**config.mk**
```make
export PLATFORM = sky130hd
export DESIGN_NAME = bip_exec_monitor
export DESIGN_NICKNAME = d
export VERILOG_FILES = /design/src/rtl/bip_exec_monitor.sv
export SDC_FILE = /design/constraint.sdc
export NUM_CORES = 1
export LEC_CHECK = 0
export ABC_CLOCK_PERIOD_IN_PS = 3000
export CAP_MARGIN = 15
export CORE_MARGIN = 2
export CORE_UTILIZATION = 45
export DETAILED_ROUTE_END_ITERATION = 10
export PLACE_DENSITY = 0.67
export REMOVE_ABC_BUFFERS = 1
export SLEW_MARGIN = 20
export SYNTH_ARGS = -nofsm -noshare
export SYNTH_HDL_FRONTEND = slang
export SYNTH_SLANG_ARGS = --single-unit
```
**constraint.sdc**
```tcl
create_clock -name i_clk -period 3 [get_ports i_clk]
set_input_delay 0.6 -clock i_clk [delete_from_list [all_inputs] [get_ports i_clk]]
set_output_delay 0.6 -clock i_clk [all_outputs]
set_load 0.02 [all_outputs]
```
**src/rtl/bip_exec_monitor.sv**
```systemverilog
// rtl/bip_exec_monitor.sv - multi-channel execution monitor for the BIP CPU
// Counts run cycles, retired instructions and per-opcode hits; freezes on HLT.
module bip_exec_monitor #(
  parameter int NB_OPCODE  = 5,
  parameter int NB_COUNTER = 16,
  parameter int N_CHANNELS = 4,
  parameter int NB_SEL     = 4,
  parameter logic [NB_OPCODE-1:0] HALT_OPCODE = 5'b00000,
  parameter logic [(N_CHANNELS-2)*NB_OPCODE-1:0] CH_OPCODES = {5'b00010, 5'b00001},
  parameter bit SATURATE   = 1'b1
) (
  input  logic                  i_clk,
  input  logic                  i_rst,
  input  logic                  i_start,
  input  logic                  i_clear,
  input  logic                  i_valid,
  input  logic [NB_OPCODE-1:0]  i_opcode,
  input  logic                  i_rd_req,
  input  logic [NB_SEL-1:0]     i_rd_sel,
  output logic                  o_rd_valid,
  output logic [NB_COUNTER-1:0] o_rd_data,
  output logic                  o_rd_err,
  output logic                  o_running,
  output logic                  o_halted,
  output logic [N_CHANNELS-1:0] o_overflow
);

  if (N_CHANNELS < 3 || N_CHANNELS > 16 || NB_SEL < $clog2(N_CHANNELS)) begin : g_bad_params
    $error("bip_exec_monitor: N_CHANNELS must be 3..16 and NB_SEL >= clog2(N_CHANNELS)");
  end

  typedef enum logic [1:0] {
    IDLE   = 2'd0,
    RUN    = 2'd1,
    HALTED = 2'd2
  } state_t;

  localparam logic [NB_COUNTER-1:0] ONE      = NB_COUNTER'(1);
  localparam logic [NB_COUNTER-1:0] ALL_ONES = '1;

  state_t                state_q;
  state_t                state_d;
  logic [NB_COUNTER-1:0] cnt [N_CHANNELS];
  logic [N_CHANNELS-1:0] inc;
  logic                  rd_in_range;
  logic [NB_COUNTER-1:0] rd_mux;

  always_ff @(posedge i_clk) begin
    if (i_rst) state_q <= IDLE;
    else       state_q <= state_d;
  end

  // Clear overrides every other transition, including the halting one.
  always_comb begin
    state_d = state_q;
    case (state_q)
      IDLE:    if (i_start) state_d = RUN;
      RUN:     if (i_valid && i_opcode == HALT_OPCODE) state_d = HALTED;
      HALTED:  state_d = HALTED;
      default: state_d = IDLE;
    endcase
    if (i_clear) state_d = IDLE;
  end

  assign o_running = (state_q == RUN);
  assign o_halted  = (state_q == HALTED);

  always_comb begin
    inc    = '0;
    inc[0] = 1'b1;
    inc[1] = i_valid;
    for (int k = 2; k < N_CHANNELS; k++) begin
      inc[k] = i_valid && (i_opcode == CH_OPCODES[(k-2)*NB_OPCODE +: NB_OPCODE]);
    end
  end

  always_ff @(posedge i_clk) begin
    if (i_rst || i_clear) begin
      for (int k = 0; k < N_CHANNELS; k++) cnt[k] <= '0;
      o_overflow <= '0;
    end else if (state_q == RUN) begin
      for (int k = 0; k < N_CHANNELS; k++) begin
        if (inc[k]) begin
          if (cnt[k] == ALL_ONES) begin
            o_overflow[k] <= 1'b1;
            cnt[k]        <= SATURATE ? ALL_ONES : '0;
          end else begin
            cnt[k] <= cnt[k] + ONE;
          end
        end
      end
    end
  end

  // Select is zero-extended so any out-of-range code returns zero with an error flag.
  always_comb begin
    rd_in_range = (32'(i_rd_sel) < N_CHANNELS);
    rd_mux      = '0;
    for (int k = 0; k < N_CHANNELS; k++) begin
      if (32'(i_rd_sel) == k) rd_mux = cnt[k];
    end
  end

  always_ff @(posedge i_clk) begin
    if (i_rst) begin
      o_rd_valid <= 1'b0;
      o_rd_data  <= '0;
      o_rd_err   <= 1'b0;
    end else begin
      o_rd_valid <= i_rd_req;
      o_rd_data  <= (i_rd_req && rd_in_range) ? rd_mux : '0;
      o_rd_err   <= i_rd_req && !rd_in_range;
    end
  end

endmodule

```
## Word-level counts from Yosys, hierarchy flattened

Memories as Yosys holds them, arrays and structs flattened.
Cells that the tools add are included.

| word-level totals | value |
|---|---|
| register bits | 24 |
| RAM bits | 64 |
| output and inout bits | 24 |
| word-level logic and storage cells | 108 |
| memories kept | 1 |

Memories:

| name | words | width | read ports | clocked after memory_dff | write ports | line | text |
|---|---|---|---|---|---|---|---|
| cnt | 4 | 16 | 4 | 0 | 4 | 43 | `logic [NB_COUNTER-1:0] cnt [N_CHANNELS];` |

| cells by class | value |
|---|---|
| add/sub/neg operators | 4 |
| $lt $le $gt $ge | 1 |
| equality and inequality tests | 13 |
| mux-type cells | 55 |
| bitwise operators | 9 |
| reductions and logical operators | 17 |

Operators with widths:

| operator | count |
|---|---|
| $mux 16 | 12 |
| $add 16x1->16 const B | 4 |
| $eq 16x16->1 const B | 4 |
| $mux 1 | 40 |
| $reduce_and 3->1 | 3 |
| $eq 4x2->1 const B | 2 |
| $or 1x1->1 | 8 |
| $pmux 2 s3 | 1 |
| $eq 5x1->1 const B | 1 |
| $eq 5x2->1 const B | 1 |
| $logic_and 1x1->1 | 5 |
| $logic_not 5->1 | 1 |
| $eq 4x1->1 const B | 1 |
| $logic_not 4->1 | 1 |
| $lt 4x3->1 const B | 1 |
| $mux 2 | 2 |
| $reduce_and 2->1 | 2 |
| $reduce_or 2->1 | 2 |
| $eq 2x1->1 const B | 1 |
| $eq 2x2->1 const B | 1 |
| $logic_not 2->1 | 1 |
| $ne 2x1->1 const B | 1 |
| $ne 2x2->1 const B | 1 |
| $logic_not 1->1 | 1 |
| 2 further kinds | 2 |

## Logic depth before layout (Yosys ltp)

An unclocked memory read counts as a cell.

| logic depth | value |
|---|---|
| depth in word-level cells | 9 |
| mapped depth | 7 |
| gate-level depth less buffers | 5 |

## Worst setup path after synthesis

Ideal clock, no wire load.

| timing | value |
|---|---|
| path type | flip-flop to flip-flop |
| start | register state_q[1] |
| end | memory cnt[3][0], enable pin |
| setup time | 0.436 ns |
| data arrival time | 2.639 ns |
| data required time | 2.564 ns |
| slack | -0.075 ns |
| cell stages (with the launch flop) | 5 |
| buffers on the path | 0 |
| period minus slack after synthesis | 3.075 ns |
| cell sequence | dfxtp_1 inv_1 ha_1 nand2_1 o41ai_1 |

RTL lines:

| what | line | text |
|---|---|---|
| start: declaration | 41 | `state_t state_q;` |
| start signal: assignment | 50 | `else state_q <= state_d;` |
| end: declaration | 43 |  |

==> impl_metrics.env <==
export IMPL_post_route_min_period_ns=2.36
export IMPL_final_cell_count_no_fill=635
export IMPL_drive_above_1_share_pct=7.21
export IMPL_grt_usage_pct=21.4
export IMPL_worstPathRequired_ns=3.20
export IMPL_grt_pass1_wl_um=18400
export IMPL_path_cells="ha_1 > nand4_2 > or4_1 > buf_4 > a311oi_1"
export IMPL_clock_latency_ns=0.38
export IMPL_final_nets=516
export IMPL_dp_cells=619
export IMPL_async_flop_share_pct=0
export IMPL_ios=39
export IMPL_synth_seq_cells=88
export IMPL_port_buffers=38
export IMPL_power_mw=2.39
export IMPL_synth_top_cell_by_area="edfxtp_1"
export IMPL_hold_viol=0
export IMPL_max_cap_violations=0
export IMPL_clockBufferDepth=2
export IMPL_max_clock_freq_ghz=0.425
export IMPL_syn_area_per_cell_um2=10.1
export IMPL_cts_buffers=9
export IMPL_slowest_stage="or4_1"
export IMPL_ir_worst_vdd_uv=260
export IMPL_rows=37
export IMPL_seq_area_frac_synth_pct=51.9
export IMPL_path_class="register to register"
export IMPL_rsz0062_at_grt="no"
export IMPL_tritoncts="done"
export IMPL_cts_num_sinks=88
export IMPL_finalClockSkew_ns=0.00868
export IMPL_ant_nets=0
export IMPL_antenna_found_initial=0
export IMPL_synth_area_leaders="edfxtp_1 (42%), dfxtp_1 (10%), a21oi_1 (6.9%), xnor2_1 (6.6%), a22oi_1 (4.2%)"
export IMPL_period_share_pct=78.5
export IMPL_placed_cell_area_um2=5170
export IMPL_avgRoutedWirePerCell_um=17.9
export IMPL_htreeDepth=3
export IMPL_die_h_um=105
export IMPL_diodes=0
export IMPL_worst_pin_slew_ns=0.681
export IMPL_drc=0
export IMPL_synth_cell_types=45
export IMPL_crit_fanout=9
export IMPL_max_stage_delay_ns=0.74
export IMPL_syn_inst=459
export IMPL_cts_setup_buffers=0
export IMPL_cts_root_buf="clkbuf_8"
export IMPL_die_area_um2=11100
export IMPL_fin_util_pct=52.8
export IMPL_grt_max_degree=18
export IMPL_hp_class="register to register"
export IMPL_postCtsHoldBufs=0
export IMPL_dpl_hpwl_um=8070
export IMPL_area_growth_pct=15.8
export IMPL_num_vias=3783
export IMPL_p_leak_nw=1.63
export IMPL_synth_commonest_cells="a21oi_1 (64), edfxtp_1 (64), nand2_1 (35), xnor2_1 (35), nor2_1 (32)"
export IMPL_synth_flop_cell="edfxtp_1"
export IMPL_relSlewSlack_pct=54.6
export IMPL_crit_path_end_kind="register"
export IMPL_post_cts_resized=0
export IMPL_die_w_um=105
export IMPL_synth_edff_count=64
export IMPL_clk_pin_slew_ns=0.09
export IMPL_final_area_um2=5360
export IMPL_drtIter0Drc=248
export IMPL_cp_data_arrival_time_ns=2.55
export IMPL_setup_violations=0
export IMPL_start_util_pct=45.6
export IMPL_place_congestion=0.879
export IMPL_synth_top_area_share_pct=41.5
export IMPL_power_density_nw_per_um2=446
export IMPL_wirelength_um=11300
export IMPL_maxSlewViolCount=0
export IMPL_coreArea_um2=10100
export IMPL_drtPass1Iterations=5
export IMPL_grt_pass1_vias=3441
export IMPL_outcome="finished, final reports clean"
export IMPL_syn_area_um2=4630
export IMPL_start_kind="register"
export IMPL_routed_via_density=5.96
export IMPL_grt_ovfl_total=0
export IMPL_setup_tns_final_ns=0
export IMPL_yosys_warnings=0
kinds of logic after synthesis:
family          Yosys count  share of synthesized area (%)
fa+ha+maj                 7                           1.89
buf+inv                  39                           3.43
flops                    88                           51.9
xor+xnor                 38                           7.19
compound gates          118                           15.6
simple gates            164                           18.8
mux                       5                           1.11
sequential cells by signal (all words and copies together) (netlist names):
| register | cells |
|---|---|
| o_rd_err | 1 |
| state_q | 2 |
| o_rd_valid | 1 |
| cnt | 64 |
| o_rd_data | 16 |
| o_overflow | 4 |
metrics by stage:
step / setup WS [ns] / hold WS, ns
5_1_grt: 0.483 / 0.511
4_1_cts: 0.635 / 0.466
2_1_floorplan: -0.0750 / 0.451
3_5_place_dp: 0.326 / 0.445
6_report: 0.645 / 0.460
3_3_place_gp: 0.390 / 0.440
report_power, final:
group / internal [mW] / leakage (nW) / switching (mW)
Clock: 0.381 / 0.0917 / 0.443
Sequential: 1.35 / 0.909 / 0.0684
Combinational: 0.0691 / 0.634 / 0.0829
path summary, 6_finish.rpt:
kind / from / end / slack [ns] / cells after the start
hold / removal: o_overflow[1]$_SDFFE_PP0P_ / o_overflow[1]$_SDFFE_PP0P_ / 0.46 / 2
setup / recovery: cnt[3][0]$_DFFE_PP_ / cnt[3][11]$_DFFE_PP_ / 0.64 / 5
hold reg to reg: o_overflow[1]$_SDFFE_PP0P_ / o_overflow[1]$_SDFFE_PP0P_ / 0.46 / 2
setup reg to reg: cnt[3][0]$_DFFE_PP_ / cnt[3][11]$_DFFE_PP_ / 0.64 / 5
worst max-delay path: cells and delay by family (launching register included):
kind,cells,cell delay (ns)
DFF,1,0.47
buffers and inverters,1,0.24
AOI/OAI and AO/OA,1,0.26
adders and majority gates,1,0.26
and+or+nand+nor,2,0.95
area by class of cell:
| cell class | count | area [um^2] |
|---|---|---|
| clock inverter | 6 | 58.8 |
| multi-input combinational | 332 | 2090 |
| timing repair buffer | 48 | 455 |
| tap | 136 | 170 |
| clock buffer | 10 | 128 |
| sequential | 88 | 2400 |
| inverter | 15 | 56.3 |
| fill | 925 | 4780 |
per-layer routing:
| layer | share of wire [%] | track usage (%) | wire length (um) |
|---|---|---|---|
| met5 | 0 | 0 | 0 |
| met4 | 2.1 | 8.19 | 233 |
| met3 | 6.2 | 4.21 | 704 |
| met2 | 46 | 32.6 | 5260 |
| met1 | 45 | 30.3 | 5150 |
cell usage in the layout, fill, tap and decap left out, drive strengths merged, types with 2 or more instances in the layout:
cell type	instances
or4	2
nand4	12
ha	7
a311oi	2
mux2i	4
a31o	3
a211oi	7
a21oi	64
and4b	3
nand3	19
nor2b	4
nor2	32
a31oi	6
clkinv	3
nor3	21
nor4b	2
a41oi	2
edfxtp	64
nand2	35
a22oi	26
clkdlybuf4s50	38
and3	5
clkbuf	10
and4	2
nor4	17
o21ai	5
inv	16
or3	4
xnor2	35
xor2	3
dfxtp	24
buf	10
(Power assumes the default switching activity.)
